$ cat src/rtl/m2m_pkg.sv
// ---------------------------------------------------------------------------
// m2m_pkg
// Shared definitions for the memory-to-memory transfer block: default data
// width and memory depths, plus the address types derived from them. Used by
// the datapath top level and by the controller that drives its strobes.
// ---------------------------------------------------------------------------
package m2m_pkg;

    localparam int DEF_DATA_W  = 8;
    localparam int DEF_DEPTH_A = 8;
    localparam int DEF_DEPTH_B = 4;

    localparam int DEF_AW_A = $clog2(DEF_DEPTH_A);
    localparam int DEF_AW_B = $clog2(DEF_DEPTH_B);

    typedef logic [DEF_AW_A-1:0]   addr_a_t;
    typedef logic [DEF_AW_B-1:0]   addr_b_t;
    typedef logic [DEF_DATA_W-1:0] word_t;

endpackage : m2m_pkg

$ cat src/rtl/wrap_counter.sv
// ---------------------------------------------------------------------------
// wrap_counter
// Free-running address counter that advances by one on each rising edge with
// inc high and wraps naturally from all-ones back to zero.
//
// Ports:
//   clock  in   system clock, rising edge
//   Reset  in   asynchronous active-high clear
//   inc    in   advance the count this edge
//   count  out  current count, WIDTH bits
// ---------------------------------------------------------------------------
module wrap_counter #(
    parameter int WIDTH = 3
) (
    input  logic             clock,
    input  logic             Reset,
    input  logic             inc,
    output logic [WIDTH-1:0] count
);

    // NOTE: sequential state is assigned with <= so every flop samples the
    // pre-edge values of its inputs, regardless of block ordering.
    always_ff @(posedge clock or posedge Reset) begin
        if (Reset) begin
            count <= '0;
        end else if (inc) begin
            // Width-limited add: all-ones + 1 wraps to zero by construction.
            count <= count + 1'b1;
        end
    end

endmodule : wrap_counter

$ cat src/rtl/m2m_datapath.sv
// ---------------------------------------------------------------------------
// m2m_datapath
// Datapath responder for the memory-to-memory transfer controller. Holds the
// source memory A and destination memory B, one address counter for each,
// the previous-word register PrevA, an adder and an unsigned comparator.
// The controller strobes the counters and write enables; this block returns
// the status flags it sequences on.
//
// Ports:
//   clock    in   system clock, rising edge
//   Reset    in   asynchronous active-high reset (clears memories too)
//   IncA     in   advance AddrA and capture DOut1 into PrevA
//   IncB     in   advance AddrB
//   WEA      in   write DataInA into memory A at AddrA
//   WEB      in   write Sum into memory B at AddrB
//   DataInA  in   external load data for memory A
//   AddrA    out  memory A address
//   AddrB    out  memory B address
//   DOut1    out  memory A word at AddrA (combinational read)
//   DOut2    out  memory B word at AddrB (combinational read)
//   PrevA    out  word that memory A last stepped away from
//   Sum      out  PrevA + DOut1, carry dropped
//   AgtB     out  PrevA > DOut1, unsigned
//   LastA    out  AddrA is the final word of memory A
//   LastB    out  AddrB is the final word of memory B
// ---------------------------------------------------------------------------
module m2m_datapath
    import m2m_pkg::*;
#(
    parameter int DATA_W  = DEF_DATA_W,
    parameter int DEPTH_A = DEF_DEPTH_A,
    parameter int DEPTH_B = DEF_DEPTH_B
) (
    input  logic                        clock,
    input  logic                        Reset,
    input  logic                        IncA,
    input  logic                        IncB,
    input  logic                        WEA,
    input  logic                        WEB,
    input  logic [DATA_W-1:0]           DataInA,
    output logic [$clog2(DEPTH_A)-1:0]  AddrA,
    output logic [$clog2(DEPTH_B)-1:0]  AddrB,
    output logic [DATA_W-1:0]           DOut1,
    output logic [DATA_W-1:0]           DOut2,
    output logic [DATA_W-1:0]           PrevA,
    output logic [DATA_W-1:0]           Sum,
    output logic                        AgtB,
    output logic                        LastA,
    output logic                        LastB
);

    localparam int AW_A = $clog2(DEPTH_A);
    localparam int AW_B = $clog2(DEPTH_B);

    logic [DATA_W-1:0] mem_a [DEPTH_A];
    logic [DATA_W-1:0] mem_b [DEPTH_B];

    // -----------------------------------------------------------------------
    // Address counters
    // -----------------------------------------------------------------------
    wrap_counter #(.WIDTH(AW_A)) u_cnt_a (
        .clock (clock),
        .Reset (Reset),
        .inc   (IncA),
        .count (AddrA)
    );

    wrap_counter #(.WIDTH(AW_B)) u_cnt_b (
        .clock (clock),
        .Reset (Reset),
        .inc   (IncB),
        .count (AddrB)
    );

    // -----------------------------------------------------------------------
    // Memories. The write uses the pre-edge address, so a write paired with
    // an increment lands at the old location before the counter moves.
    // -----------------------------------------------------------------------
    // NOTE: both memories must read as zero straight out of reset, so they
    // are built from resettable flops rather than an inferred RAM macro.
    always_ff @(posedge clock or posedge Reset) begin
        if (Reset) begin
            for (int i = 0; i < DEPTH_A; i++) begin
                mem_a[i] <= '0;
            end
        end else if (WEA) begin
            mem_a[AddrA] <= DataInA;
        end
    end

    // Sum here is the pre-edge value, i.e. built from the old DOut1 even when
    // memory A is being overwritten on the same edge.
    always_ff @(posedge clock or posedge Reset) begin
        if (Reset) begin
            for (int i = 0; i < DEPTH_B; i++) begin
                mem_b[i] <= '0;
            end
        end else if (WEB) begin
            mem_b[AddrB] <= Sum;
        end
    end

    // -----------------------------------------------------------------------
    // Previous-word register: captures the word being stepped away from,
    // which is the pre-write contents if WEA fires on the same edge.
    // -----------------------------------------------------------------------
    always_ff @(posedge clock or posedge Reset) begin
        if (Reset) begin
            PrevA <= '0;
        end else if (IncA) begin
            PrevA <= DOut1;
        end
    end

    // -----------------------------------------------------------------------
    // Combinational read ports and status
    // -----------------------------------------------------------------------
    assign DOut1 = mem_a[AddrA];
    assign DOut2 = mem_b[AddrB];
    assign Sum   = PrevA + DOut1;   // same-width add, carry discarded
    assign AgtB  = (PrevA > DOut1);
    assign LastA = (AddrA == AW_A'(DEPTH_A - 1));
    assign LastB = (AddrB == AW_B'(DEPTH_B - 1));

endmodule : m2m_datapath

$ cat config.mk
export PLATFORM = sky130hd
export DESIGN_NAME = m2m_datapath
export DESIGN_NICKNAME = d
export VERILOG_FILES = /design/src/rtl/m2m_pkg.sv /design/src/rtl/wrap_counter.sv /design/src/rtl/m2m_datapath.sv
export SDC_FILE = /design/constraint.sdc
export NUM_CORES = 1
export LEC_CHECK = 0
export CORE_AREA = 2 2 115 117
export CTS_CLUSTER_SIZE = 12
export DETAILED_ROUTE_END_ITERATION = 10
export DIE_AREA = 0 0 117 119
export HOLD_SLACK_MARGIN = 0.1
export PLACE_DENSITY_LB_ADDON = 0.25
export SLEW_MARGIN = 20
export SYNTH_ARGS = -nofsm -noshare
export SYNTH_HDL_FRONTEND = slang
export SYNTH_HIERARCHICAL = 1
export SYNTH_SLANG_ARGS = --single-unit
$ cat constraint.sdc
create_clock -name clock -period 3.3 [get_ports clock]
set_clock_uncertainty 0.05 [all_clocks]
set_input_delay 0.66 -clock clock [delete_from_list [all_inputs] [get_ports clock]]
set_output_delay 0.66 -clock clock [all_outputs]
set_load 0.005 [all_outputs]
==> impl_metrics.py, run 1 <==
metrics = {
    "grt": {
        "grt_first_pass_wirelength_um": 22400,
        "largest_net_degree_at_the_start_of_global_routing": 72,
        "grt_usage_pct": 21.1,
        "grt_overflow_total": 0,
        "grt_pass1_vias": 4288,
        "antenna_found_initial": 0,
    },
    "synthesis": {
        "post_synth_adder_cell_area_pct": 4.61,
        "postSynthAreaPerCell_um2": 11.9,
        "postSynthCellCount": 469,
        "synth-compound-area-share_pct": 11.3,
        "synth_xor_xnor_area_share_pct": 1.10,
        "async_reset_ff_share_pct": 100,
        "netlist_top_cells_area": "sky130_fd_sc_hd__dfrtp_1 49%, sky130_fd_sc_hd__mux2_2 14%, sky130_fd_sc_hd__ha_1 4.3%, sky130_fd_sc_hd__mux4_2 3.6%, sky130_fd_sc_hd__o21ai_0 2.2%",
        "synth_area_mm2": 0.00559,
        "synth-edff-count": 0,
        "synth_top_family_by_area": "multiplexers",
        "synthesis.nets": 503,
        "yosys_warnings": 6,
        "synth.mux.area_fraction_pct": 20.8,
        "ys.flop_type": "sky130_fd_sc_hd__dfrtp_1",
        "most_used_standard_cell_by_instance_count_after_synthesis": "sky130_fd_sc_hd__dfrtp_1",
        "ys_top_cells_by_count": "109 x sky130_fd_sc_hd__dfrtp_1, 71 x sky130_fd_sc_hd__mux2_2, 29 x sky130_fd_sc_hd__nand2_1",
        "post_synth_and_or_nand_nor_area_fraction_pct": 9.87,
        "synth_top_cell_by_area": "sky130_fd_sc_hd__dfrtp_1",
        "yosys.area.top_type_share_pct": 48.8,
        "post_synthesis_sequential_area_ratio_pct": 48.8,
        "post_synthesis_sequential_element_count": 109,
        "synth_cell_types": 56,
    },
    "clock_tree": {
        "cts.reportedPaths.clkPinSlew_ns": 0.07,
        "ctsHtreeMaxLevel": 3,
        "numClockSinks": 109,
        "tritoncts.num_buffers": 9,
        "cts.root.buffer_cell": "sky130_fd_sc_hd__clkbuf_16",
        "clock_tree_from_tritoncts": "built",
        "cts_hold_repair.buffers": 0,
        "worstSkewPairLatency_ns": 0.36,
        "ctsLongestPathBuffers": 2,
    },
    "layout": {
        "antennaDiodeCount": 0,
        "area_delta_synth_final_pct": 36.7,
        "layout_nets": 641,
        "final_cell_area_mm2": 0.00764,
        "layout_filler_cell_count": 1041,
        "drive_gt1_share_pct": 43.8,
    },
    "route": {
        "drtAntennaViolNets": 0,
        "post-route-drc-count": 0,
        "vias_per_cell": 5.39,
        "detail_route.first_pass.iterations": 5,
        "dr_total_vias": 4244,
        "wire_per_inst_um": 17.6,
        "routed_wirelength_um": 13900,
        "drt_iter0_drc": 375,
    },
    "die": {
        "placeableCoreArea_mm2": 0.0129,
        "floorplan.die.width_um": 117,
        "std_cell_rows": 42,
        "die_h_um": 119,
        "boundary_pin_count": 54,
        "fp.dieArea_mm2": 0.0139,
        "start_util_pct": 43.4,
    },
    "timing": {
        "setup_ws_ns": -0.496,
        "hold-worst-slack_ns": 0.434,
        "max_freq_mhz": 263,
        "finalSetupViolations": 7,
        "timing.final.crit_share_pct": 115,
        "fin_crit_ns": 3.80,
        "grt_setup_unrepaired": "yes",
        "timing_worst_slew_pin_value_ns": 0.853,
        "fin_setup_tns_ns": -2.78,
        "finalMaxSlewViolations": 0,
        "slew-limit-headroom_pct": 43.1,
        "report.final.hold_viol_count": 0,
    },
    "status": {
        "outcome": "finished, violations left",
        "violations": "setup timing",
    },
    "worst_setup_path": {
        "cp.required_ns": 2.59,
        "critical_path.endpoint_type": "output port",
        "worstSetupStartpointType": "register",
        "timing.critical_path.arrival_ns": 3.09,
        "crit_path_max_fanout": 6,
        "critPathKind": "register to output port",
    },
    "hold_path": {
        "worstHoldPathType": "register to register",
    },
    "placement": {
        "dp_worst_setup_slack_ns": -0.603,
        "placed_cell_area_mm2": 0.00681,
        "hpwlAfterDp_um": 9380,
        "routabilityCongestion": 0.816,
        "io_buffer_count": 53,
    },
    "run": {
        "number_of_max_capacitance_violations_reported": 0,
    },
}
registers in the layout (all words and copies together) (netlist names):
| name | cells |
|---|---|
| mem_b | 32 |
| mem_a | 64 |
| u_cnt_b/count | 2 |
| u_cnt_a/count | 3 |
| PrevA | 8 |
through the flow:
stage                     utilization, %  instances
after CTS                           58.5        782
after global placement              52.9        745
after global routing                59.3        788
after floorplan                        -        469
final                               59.3        788
after detailed placement            52.9        745
final cells by class:
| cell class | count | area (um^2) | share of cell area [%] |
|---|---|---|---|
| inverter | 22 | 86.3 | 1.13 |
| multi-input combinational | 315 | 2970 | 38.9 |
| clock buffer | 13 | 270 | 3.54 |
| clock inverter | 3 | 27.5 | 0.360 |
| tap | 176 | 220 | 2.88 |
| timing repair buffer | 150 | 1340 | 17.5 |
| sequential | 109 | 2730 | 35.7 |
cell families after synthesis:
family	after synthesis
compound gates	93
xor+xnor	7
fa+ha+maj	20
buf+inv	45
flops	109
mux	95
simple gates	100
final timing paths:
| check | slack, ns | startpoint | cells past startpoint | end |
|---|---|---|---|---|
| worst max-delay path | -0.50 | u_cnt_a/count[1] | 12 | Sum[6] |
| worst min-delay path | 0.43 | mem_b[16] | 2 | mem_b[16] |
| worst max register to register | 0.18 | u_cnt_a/count[1] | 13 | mem_b[5] |
| worst min register to register | 0.43 | mem_b[16] | 2 | mem_b[16] |
| max in group asynchronous | 2.01 | Reset | 3 | mem_b[30] |
| min in group asynchronous | 0.57 | Reset | 2 | u_cnt_b/count[0] |
critical path, stage by stage (launching register included):
cell,delay [ns]
sky130_fd_sc_hd__dfrtp_1,0.42
sky130_fd_sc_hd__buf_6,0.16
sky130_fd_sc_hd__mux2i_1,0.12
sky130_fd_sc_hd__o211ai_1,0.16
sky130_fd_sc_hd__a22o_1,0.21
sky130_fd_sc_hd__ha_2,0.21
sky130_fd_sc_hd__inv_2,0.04
sky130_fd_sc_hd__fa_2,0.36
sky130_fd_sc_hd__or3_4,0.39
sky130_fd_sc_hd__a311oi_4,0.30
sky130_fd_sc_hd__or3_4,0.18
sky130_fd_sc_hd__nand2_2,0.04
sky130_fd_sc_hd__buf_2,0.12
per-layer routing:
layer	global-route usage [%]	routed length [um]
met5	0	0
met4	5.81	204
met3	4.83	450
met2	35.1	7020
met1	27.4	6180
timing repair:
item,in CTS,in global routing
gates cloned,2,0
buffers inserted,19,7
endpoints found under the setup margin,10,10
pin swaps,29,13
resized for setup,102,17
cells in the final DEF, fill, tap and decap left out, drive strengths merged, types with 3 or more instances in the layout:
cell type      instances
a21oi                 12
a221oi                 7
a22o                   5
a22oi                 10
a31oi                 12
buf                  104
clkbuf                14
clkdlybuf4s50         41
dfrtp                109
ha                    19
inv                   22
mux2                  76
mux2i                 10
mux4                   9
nand2                 29
nand2b                 4
nand3                  5
nand3b                 6
nand4                  4
nor2                  26
nor2b                  4
nor3                   3
o2111ai                4
o211ai                 4
o21ai                 26
o22a                   3
o31ai                  4
or3                    4
or4                    5
xnor2                  4
xor2                   3
Power of run 1 is not shown: default switching activity piles up to over one toggle a cycle in this logic, so the estimate is an artifact.
==> run 2, diff against run 1 <==
==> constraint.sdc (replaced) <==
create_clock -name clock -period 3.2 [get_ports clock]
set_clock_uncertainty 0.05 [all_clocks]
set_input_delay 0.64 -clock clock [delete_from_list [all_inputs] [get_ports clock]]
set_output_delay 0.64 -clock clock [all_outputs]
set_load 0.005 [all_outputs]
==> impl_metrics.py, run 2 (same netlist as run 1, synthesis figures left out) <==
metrics = {
    "timing": {
        "hold-worst-slack_ns": 0.431,
        "slew-limit-headroom_pct": 52.5,
        "fin_setup_tns_ns": -3.83,
        "fin_crit_ns": 3.82,
        "timing_worst_slew_pin_value_ns": 0.712,
        "report.final.hold_viol_count": 0,
        "finalMaxSlewViolations": 0,
        "finalSetupViolations": 8,
        "setup_ws_ns": -0.624,
        "timing.final.crit_share_pct": 119,
        "grt_setup_unrepaired": "yes",
        "max_freq_mhz": 262,
    },
    "placement": {
        "routabilityCongestion": 0.812,
        "hpwlAfterDp_um": 9730,
        "io_buffer_count": 53,
        "placed_cell_area_mm2": 0.00682,
    },
    "layout": {
        "reg_top3": "mem_a (64), mem_b (32), PrevA (8)",
        "layout_nets": 631,
        "top_register": "mem_a",
        "sequential_cell_area_mm2": 0.00273,
        "drive_gt1_share_pct": 41.9,
        "mostFrequentLayoutCell": "sky130_fd_sc_hd__dfrtp_1",
        "largest_register_ffs": 64,
        "multi_input_comb_area_mm2": 0.00289,
        "antennaDiodeCount": 0,
        "final_cell_area_mm2": 0.00746,
        "mostFrequentLayoutCells": "106 x sky130_fd_sc_hd__dfrtp_1, 74 x sky130_fd_sc_hd__buf_4, 70 x sky130_fd_sc_hd__mux2_2, 40 x sky130_fd_sc_hd__clkdlybuf4s50_1, 27 x sky130_fd_sc_hd__nand2_1",
        "layout_filler_cell_count": 1110,
        "area_delta_synth_final_pct": 33.4,
    },
    "hold_path": {
        "worst_hold_path_depth": 2,
        "worst_hold_startpoint": "mem_b[25]",
        "worstHoldPathType": "register to register",
        "min_to": "mem_b[25]",
    },
    "route": {
        "drtAntennaViolNets": 0,
        "dr_total_vias": 4185,
        "routed_wirelength_um": 13900,
        "wire_per_inst_um": 17.9,
        "detail_route.first_pass.iterations": 4,
        "drt_iter0_drc": 319,
        "vias_per_cell": 5.38,
        "post-route-drc-count": 0,
    },
    "worst_setup_path": {
        "reg2reg_from": "u_cnt_a/count[1]",
        "timing.critical_path.arrival_ns": 3.13,
        "critPathKind": "register to output port",
        "worst_path_most_repeated_cell": "sky130_fd_sc_hd__buf_6",
        "crit_path_max_fanout": 4,
        "critical_path.slowest_cell": "sky130_fd_sc_hd__dfrtp_2",
        "worstSetupStartpointType": "register",
        "crit-reg2reg-capture": "mem_b[15]",
        "critPathMaxStageDelay_ns": 0.44,
        "timing.reg2reg.worst_path_depth": 12,
        "crit_path_cell_trace": "buf_6 -> buf_6 -> mux2_2 -> mux4_2 -> inv_4 -> buf_6 -> fa_2 -> or3_4 -> a311oi_4 -> or3_4 -> nand2_2 -> buf_2",
        "rrSetupSlack_ns": 0.11,
        "critical_path.endpoint_type": "output port",
        "cp.required_ns": 2.51,
    },
    "die": {
        "start_util_pct": 43.4,
        "floorplan.die.width_um": 117,
        "placeableCoreArea_mm2": 0.0129,
        "fp.dieArea_mm2": 0.0139,
        "std_cell_rows": 42,
        "boundary_pin_count": 54,
        "die_h_um": 119,
    },
    "clock_tree": {
        "ctsLongestPathBuffers": 2,
        "ctsHtreeMaxLevel": 3,
        "numClockSinks": 109,
        "clock_tree_from_tritoncts": "built",
        "tritoncts.num_buffers": 9,
        "cts.reportedPaths.clkPinSlew_ns": 0.07,
        "cts_hold_repair.buffers": 0,
        "worstSkewPairLatency_ns": 0.36,
        "cts.root.buffer_cell": "sky130_fd_sc_hd__clkbuf_16",
    },
    "grt": {
        "largest_net_degree_at_the_start_of_global_routing": 48,
        "antenna_found_initial": 0,
        "grt_usage_pct": 21.3,
        "grt_pass1_vias": 4389,
        "grt_first_pass_wirelength_um": 22700,
        "grt_overflow_total": 0,
    },
    "run": {
        "number_of_max_capacitance_violations_reported": 0,
    },
    "status": {
        "violations": "setup timing",
        "outcome": "finished, violations left",
    },
}
## run 2: changes by cell type in the layout (fill, tap and decap cells not counted), sizes merged
cell	before	now
inv	22	23
bufbuf	1	0
dlygate4sd2	2	0
buf	104	92
clkdlybuf4s50	41	40
clkinv	1	3
clkbuf	14	13
dlymetal6s2s	1	5
## run 2: layout make-up
| type | instances | area share, % |
|---|---|---|
| clock inverter | 6 | 0.621 |
| timing repair buffer | 140 | 16.6 |
| multi-input combinational | 315 | 38.8 |
| inverter | 22 | 1.19 |
| clock buffer | 10 | 3.20 |
| sequential | 109 | 36.6 |
| tap | 176 | 2.95 |
## run 2: what timing repair did
action / 4_1_cts / 5_1_grt
resized for setup: 68 / 34
endpoints found under the hold margin: 0 / 0
setup endpoints to repair: 12 / 23
buffers inserted: 15 / 6
pin swaps: 23 / 22
## run 2: worst max-delay path by stage
stage                     slack, ns             start      to
after detailed placement      -0.73  u_cnt_a/count[1]  Sum[6]
after global placement        -0.66  u_cnt_a/count[1]  Sum[6]
after CTS                     -0.70  u_cnt_a/count[1]  Sum[6]
after floorplan               -0.20  u_cnt_a/count[1]  Sum[5]
final                         -0.62  u_cnt_a/count[1]  Sum[6]
after global routing          -0.72  u_cnt_a/count[1]  Sum[4]
## run 2: critical path, delay by kind of cell (launching register included)
kind	cells	cell delay [ns]
compound gates	1	0.31
fa+ha+maj	1	0.40
buf+inv	5	0.56
flops	1	0.44
mux	2	0.50
simple gates	3	0.58
## run 2: stage by stage
stage | utilization (%) | setup slack [ns] | instances
after global routing | 57.9 | -0.716 | 778
after detailed placement | 53.0 | -0.729 | 745
after floorplan | - | -0.197 | 469
after CTS | 57.1 | -0.700 | 775
after global placement | 53.0 | -0.656 | 745
final | 57.9 | -0.624 | 778
## run 2: routing by layer
metal  part of all wire (%)  GRT usage [%]  vias up
li1                       -              -     1973
met1                     44           27.0     2117
met2                     52           36.2       81
met3                    3.4           5.04       14
met4                    1.1           5.59        0
met5                      0              0        -
Power of run 2 is left out for the same reason.
